===== config.mk =====
export PLATFORM = sky130hd
export DESIGN_NAME = l2_bus_initiator
export DESIGN_NICKNAME = d
export VERILOG_FILES = /design/src/rtl/l2_bus_initiator.sv
export SDC_FILE = /design/constraint.sdc
export NUM_CORES = 1
export LEC_CHECK = 0
export ABC_CLOCK_PERIOD_IN_PS = 3960
export CAP_MARGIN = 5
export CORE_AREA = 2 2 170 172
export DETAILED_ROUTE_END_ITERATION = 10
export DIE_AREA = 0 0 172 174
export PLACE_DENSITY = 0.72
export SLEW_MARGIN = 30
export SYNTH_ARGS = -nofsm -noshare
export SYNTH_HDL_FRONTEND = slang
export SYNTH_SLANG_ARGS = --single-unit

===== constraint.sdc =====
create_clock -name clk -period 3.96 [get_ports clk]
set_input_delay 0.792 -clock clk [delete_from_list [all_inputs] [get_ports clk]]
set_output_delay 0.792 -clock clk [all_outputs]
set_load 0.02 [all_outputs]

===== src/rtl/l2_bus_initiator.sv =====
// l2_bus_initiator: arbitrates NUM_CORES L1 requesters onto the shared L2
// request interface. Stores are written through to L2 and dmem; loads read
// dmem first, then look up / fill L2 and return data to the winning core.
// Optional macro BUS_RR_ARB_EN selects round-robin arbitration; when it is
// undefined, fixed priority is used (core 0 highest).
module l2_bus_initiator #(
  parameter int NUM_CORES = 2,
  parameter int CNT_W     = 16
) (
  input  logic                    clk,
  input  logic                    reset,
  input  logic [NUM_CORES-1:0]    req_valid,
  input  logic [NUM_CORES-1:0]    req_we,
  input  logic [NUM_CORES*32-1:0] req_addr,
  input  logic [NUM_CORES*32-1:0] req_wdata,
  output logic [NUM_CORES-1:0]    req_ack,
  output logic [31:0]             resp_rdata,
  output logic [6:0]              opcode_out,
  output logic [31:0]             bus_address_out,
  output logic [31:0]             bus_data_out,
  output logic [31:0]             l2_fill_data,
  input  logic [1:0]              cache_hit_in,
  input  logic [31:0]             data_from_L2,
  output logic                    dmem_rd_en,
  output logic                    dmem_wr_en,
  output logic [31:0]             dmem_addr,
  output logic [31:0]             dmem_wdata,
  input  logic [31:0]             dmem_rdata,
  input  logic                    dmem_rvalid,
  output logic [CNT_W-1:0]        l2_hit_count,
  output logic [CNT_W-1:0]        l2_miss_count
);

  localparam int IDX_W = (NUM_CORES > 2) ? 2 : 1;
  localparam logic [6:0] OP_IDLE  = 7'b0000000;
  localparam logic [6:0] OP_LOAD  = 7'b0000011;
  localparam logic [6:0] OP_STORE = 7'b0100011;

  typedef enum logic [2:0] {
    S_IDLE,
    S_STORE,
    S_MEM_RD,
    S_LOOKUP,
    S_ACK
  } state_t;

  state_t state_reg, state_next;

  logic [IDX_W-1:0] winner_reg;
  logic [31:0]      addr_reg;
  logic [31:0]      wdata_reg;
  logic [31:0]      fill_reg;
  logic [31:0]      rdata_reg;
  logic [CNT_W-1:0] hit_cnt_reg;
  logic [CNT_W-1:0] miss_cnt_reg;
  logic [1:0]       hit_cap_reg;
  logic [31:0]      l2_data_cap_reg;

  logic [31:0] core_addr  [NUM_CORES];
  logic [31:0] core_wdata [NUM_CORES];

  // Split the flattened request buses into per-core words
  genvar gi;
  generate
    for (gi = 0; gi < NUM_CORES; gi++) begin : g_unpack
      assign core_addr[gi]  = req_addr[32*gi +: 32];
      assign core_wdata[gi] = req_wdata[32*gi +: 32];
    end
  endgenerate

  logic             grant_any;
  logic [IDX_W-1:0] grant_idx;

`ifdef BUS_RR_ARB_EN
  logic [IDX_W-1:0] ptr_reg;

  // Round-robin search starting at the pointer; lowest offset wins
  always_comb begin
    int cand;
    grant_any = 1'b0;
    grant_idx = '0;
    cand      = 0;
    for (int off = NUM_CORES - 1; off >= 0; off--) begin
      cand = int'(ptr_reg) + off;
      if (cand >= NUM_CORES) cand = cand - NUM_CORES;
      if (req_valid[IDX_W'(cand)]) begin
        grant_any = 1'b1;
        grant_idx = IDX_W'(cand);
      end
    end
  end

  // Pointer advances past each winner
  always_ff @(posedge clk) begin
    if (reset) begin
      ptr_reg <= '0;
    end else if (state_reg == S_IDLE && grant_any) begin
      if (grant_idx == IDX_W'(NUM_CORES - 1)) ptr_reg <= '0;
      else                                    ptr_reg <= grant_idx + IDX_W'(1);
    end
  end
`else
  // Fixed priority: lowest requesting index wins
  always_comb begin
    grant_any = 1'b0;
    grant_idx = '0;
    for (int off = NUM_CORES - 1; off >= 0; off--) begin
      if (req_valid[IDX_W'(off)]) begin
        grant_any = 1'b1;
        grant_idx = IDX_W'(off);
      end
    end
  end
`endif

  // State register plus transaction context and statistics
  always_ff @(posedge clk) begin
    if (reset) begin
      state_reg    <= S_IDLE;
      winner_reg   <= '0;
      addr_reg     <= '0;
      wdata_reg    <= '0;
      fill_reg     <= '0;
      rdata_reg    <= '0;
      hit_cnt_reg  <= '0;
      miss_cnt_reg <= '0;
    end else begin
      state_reg <= state_next;
      case (state_reg)
        S_IDLE: begin
          if (grant_any) begin
            winner_reg <= grant_idx;
            addr_reg   <= core_addr[grant_idx];
            wdata_reg  <= core_wdata[grant_idx];
            rdata_reg  <= '0;
          end
        end
        S_MEM_RD: begin
          if (dmem_rvalid) fill_reg <= dmem_rdata;
        end
        S_LOOKUP: begin
          // Only the 10 code counts as a hit; 01, 00 and 11 take the fill data
          if (hit_cap_reg == 2'b10) begin
            rdata_reg <= l2_data_cap_reg;
            if (hit_cnt_reg != '1) hit_cnt_reg <= hit_cnt_reg + CNT_W'(1);
          end else begin
            rdata_reg <= fill_reg;
            if (miss_cnt_reg != '1) miss_cnt_reg <= miss_cnt_reg + CNT_W'(1);
          end
        end
        default: ;
      endcase
    end
  end

  // Lookup response captured on the falling edge, before L2 applies its own update
  always_ff @(negedge clk) begin
    if (reset) begin
      hit_cap_reg     <= 2'b00;
      l2_data_cap_reg <= '0;
    end else if (state_reg == S_LOOKUP) begin
      hit_cap_reg     <= cache_hit_in;
      l2_data_cap_reg <= data_from_L2;
    end
  end

  // Next-state and per-state output decode
  always_comb begin
    state_next      = state_reg;
    req_ack         = '0;
    resp_rdata      = '0;
    opcode_out      = OP_IDLE;
    bus_address_out = '0;
    bus_data_out    = '0;
    l2_fill_data    = '0;
    dmem_rd_en      = 1'b0;
    dmem_wr_en      = 1'b0;
    dmem_addr       = '0;
    dmem_wdata      = '0;
    case (state_reg)
      S_IDLE: begin
        if (grant_any) state_next = req_we[grant_idx] ? S_STORE : S_MEM_RD;
      end
      S_STORE: begin
        opcode_out      = OP_STORE;
        bus_address_out = addr_reg;
        bus_data_out    = wdata_reg;
        dmem_wr_en      = 1'b1;
        dmem_addr       = addr_reg;
        dmem_wdata      = wdata_reg;
        state_next      = S_ACK;
      end
      S_MEM_RD: begin
        dmem_rd_en = 1'b1;
        dmem_addr  = addr_reg;
        if (dmem_rvalid) state_next = S_LOOKUP;
      end
      S_LOOKUP: begin
        opcode_out      = OP_LOAD;
        bus_address_out = addr_reg;
        l2_fill_data    = fill_reg;
        state_next      = S_ACK;
      end
      S_ACK: begin
        req_ack[winner_reg] = 1'b1;
        resp_rdata          = rdata_reg;
        state_next          = S_IDLE;
      end
      default: state_next = S_IDLE;
    endcase
  end

  assign l2_hit_count  = hit_cnt_reg;
  assign l2_miss_count = miss_cnt_reg;

endmodule


# Word-level counts from Yosys, hierarchy flattened
# Cells that the tools add are included.
[classes] shift=0 n_reduce_logical=11 n_mul=0 bitwise=2 order_cmp=4 add_sub_neg=2 div_mod_pow=0 eq_ne=9 muxes=28
[op_table] operator="$mux 32" count=13
[op_table] operator="$pmux 32 s2" count=1
[op_table] operator="$add 16x1->16 const B" count=2
[op_table] operator="$ne 16x16->1 const B" count=2
[op_table] operator="$pmux 6 s2" count=1
[op_table] operator="$pmux 3 s3" count=1
[op_table] operator="$reduce_and 2->1" count=4
[op_table] operator="$mux 1" count=7
[op_table] operator="$eq 3x2->1 const B" count=2
[op_table] operator="$mux 3" count=2
[op_table] operator="$reduce_and 3->1" count=2
[op_table] operator="$lt 1x2->1 const B" count=2
[op_table] operator="$mux 2" count=2
[op_table] operator="$ne 2x2->1 const B" count=2
[op_table] operator="$reduce_or 2->1" count=2
[op_table] operator="$eq 3x1->1 const B" count=1
[op_table] operator="$eq 3x3->1 const B" count=1
[op_table] operator="$logic_not 3->1" count=1
[op_table] operator="$eq 2x2->1 const B" count=1
[op_table] operator="$ge 2x2->1 const B" count=1
[op_table] operator="$not 1->2" count=1
[op_table] operator="$reduce_bool 2->1" count=1
[op_table] operator="$demux 1 s1" count=1
[op_table] operator="$ge 1x1->1 const B" count=1
[op_table] operator="other kinds (2)" count=2
[totals] memories=0 output_inout_bits=235 latch_bits=0 ramBits=0 ff_bits=198 elab_cells=66 romBits=0 in_bits=201

# Longest topological paths before layout
[depth] word_depth=6 depth_mapped=7 mapped_depth_nobuf=5

==> flow_metrics.tcl <==
set metrics [dict create \
    status "finished, final reports clean" \
    io_buffers 363 \
    dr_wl_met3_um 2598 \
    ios 436 \
    pre_cts_ws_ps 70.24 \
    p_leak_nw 5.185 \
    nets 1676 \
    hold_viol 0 \
    dieArea_sq_um 29930 \
    gp_congestion 0.8098 \
    crit_path_max_fanout 5 \
    ys_seq_area_frac 0.4366 \
    finalMaxSlewViolations 0 \
    cts-buffers-inserted 17 \
    fin_setup_tns_ps 0 \
    syn_inst 1148 \
    arrival_ps 4240 \
    clkTransAtPathRegs_ps 70 \
    worstSetupStartpointType "flop" \
    worst_slack_ps 71.07 \
    ys_seq_elements 197 \
    top_layer "met4" \
    clk_latency_ps 460 \
    r2r_slack_ps 70 \
    synth_area_sq_um 9032 \
    yosysWarnings 0 \
    place_inst 1803 \
    drc 0 \
    num_rows 62 \
    drt_iter0_drc 459 \
    met2WireLength_um 14870 \
    startpoint "hit_cap_reg[0]" \
    wire_per_inst_um 15.79 \
    hold_buffers 0 \
    m1WireLength_um 11810 \
    clock_path_buffers 2 \
    core_sq_um 28240 \
    cts_max_level 4 \
    endpoint_kind "flop" \
    synth_flop_cell "dfxtp_1" \
    ir_worst_vdd_mv 0.2026 \
    multi_input_area_sq_um 4501 \
    seq_area_sq_um 3944 \
    grt.overflow.total 0 \
    r2r_end "l2_hit_count[11]" \
    drt_first_pass_iters 7 \
    synthToLayoutAreaGrowth_pct 50.56 \
    cts.sinks 197 \
    hold_class "reg2reg" \
    fill_cells 2802 \
    start_util 0.3199 \
    drv_cap 0 \
    grt_pass1_wl_um 46020 \
    cts_tree "yes" \
    grt_pass1_vias 8714 \
    dpl.hpwl_um 21330 \
    drive_gt1_frac 0.07604 \
    finalPower_w 0.004869 \
    die_y_um 174 \
    dieWidth_um 172 \
    endpoint "l2_hit_count[11]" \
    drtAntennaViolNets 0 \
    synth-edff-count 0 \
    fin_cells 1873 \
    via_count 8977 \
    reg2regPathDepth 5 \
    syn_avg_cell_area_sq_um 7.868 \
    async_flop_share 0 \
    grt_max_degree 66 \
    antenna_found_initial 3 \
    setup_viol 0 \
    clockRootBuffer "clkbuf_16" \
    synth.distinct_cells 41 \
    finalWirelength_um 29580 \
    grtUsageTotal 0.1930 \
    reg2reg_from "hit_cap_reg[0]" \
    tightestPinTransition_ps 886.0 \
    powerDensity_nw_per_um2 358.0 \
    max_slew_margin 0.4079 \
    path_class "reg2reg" \
    required_ps 4310 \
    rsz0062_at_grt "no" \
    vias_per_cell 4.793 \
    skew_ps 48.85 \
]
-- where the power goes --
| part | internal (W) | switching (W) | total (W) |
|---|---|---|---|
| Combinational | 0.000342 | 0.000435 | 0.000776 |
| Clock | 0.00101 | 0.000944 | 0.00196 |
| Sequential | 0.00208 | 0.0000558 | 0.00213 |
| Total | 0.00343 | 0.00143 | 0.00487 |
-- worst min-delay path by stage --
stage                        start             endpoint  slack [ps]  cells after the start
2_1_floorplan        wdata_reg[28]        wdata_reg[28]         430                      2
3_3_place_gp   l2_data_cap_reg[26]  l2_data_cap_reg[26]         440                      2
3_5_place_dp         wdata_reg[29]        wdata_reg[29]         440                      2
4_1_cts        l2_data_cap_reg[27]  l2_data_cap_reg[27]         450                      2
5_1_grt        l2_data_cap_reg[27]  l2_data_cap_reg[27]         460                      2
6_report       l2_data_cap_reg[27]  l2_data_cap_reg[27]         450                      2
-- metal layers --
| metal | global-route usage | vias up |
|---|---|---|
| li1 | - | 4472 |
| met4 | 0.04762 | 0 |
| met5 | 0 | - |
| met3 | 0.06148 | 14 |
| met2 | 0.3486 | 293 |
| met1 | 0.2182 | 4198 |
-- worst max-delay path, cell delays in order, from the launching register on --
cell and delay, ps:
dfxtp_1 310, nand2b_2 180, or4_4 520, buf_4 160
or4_1 490, a21oi_1 150
-- cell usage in the layout, fill, tap and decap left out, types with 8 or more instances in the layout --
cell and count:
and3_1 41, nand3_1 8, clkbuf_16 17, or4_1 10, nand4_1 12, buf_4 28
nand2_1 274, and2_1 129, a21oi_1 149, or3_1 8, nor2_1 46, clkdlybuf4s50_1 362
o31ai_1 10, inv_1 38, o21ai_0 10, dfxtp_1 197, mux2_2 38, a22oi_1 32
-- synthesized netlist by cell type (all sizes together), types with 3 or more instances --
cell    number  area share
nor4         7      0.0048
or3          8      0.0055
a21oi      150       0.083
and3        41       0.028
and2       129       0.089
nand4       12      0.0083
nand3        9      0.0050
mux2        38       0.047
inv          6      0.0025
nor2b        7      0.0048
buf         52       0.039
nand2      275        0.11
clkbuf      73       0.030
o311ai       3      0.0029
nor2        47       0.020
o31ai       10      0.0083
o41ai        3      0.0029
nor3         7      0.0039
o21ai       10      0.0055
or4         11      0.0096
a22oi       32       0.027
dfxtp      197        0.44
-- logic make-up (layout without fill, tap and decap cells) --
family,count (synthesis),after routing,synth area share
AND/OR/NAND/NOR,563,563,0.3038
AO/OA/AOI/OAI,214,214,0.1346
flip-flops,197,197,0.4366
buffers and inverters,131,465,0.07231
multiplexers,39,39,0.04848
adder cells (fa/ha/maj),2,2,0.002770
other,1,8,0.0004152
XOR/XNOR,1,1,0.0009698
-- through the flow --
step | area, sq um | hold WS [ps] | util
after floorplan | 9047 | 431.9 | -
after global placement | 12820 | 439.1 | 0.4542
after detailed placement | 12830 | 444.0 | 0.4545
after CTS | 13570 | 448.9 | 0.4807
after global routing | 13600 | 463.0 | 0.4815
final | 13600 | 446.0 | 0.4816
-- final cells by class --
type,instances,share of cell area
multi-input cells,824,0.3309
flip-flops and latches,197,0.2900
clock buffers,18,0.03156
well taps,384,0.03533
repair buffers,394,0.2871
inverters,5,0.001380
clock inverters,48,0.02309
diodes,3,0.0005520
-- repair_timing --
item	CTS	global route
gates resized for setup	0	1
hold endpoints to repair	0	0
buffers inserted	0	2
endpoints found under the setup margin	0	2
(Power assumes the default switching activity.)
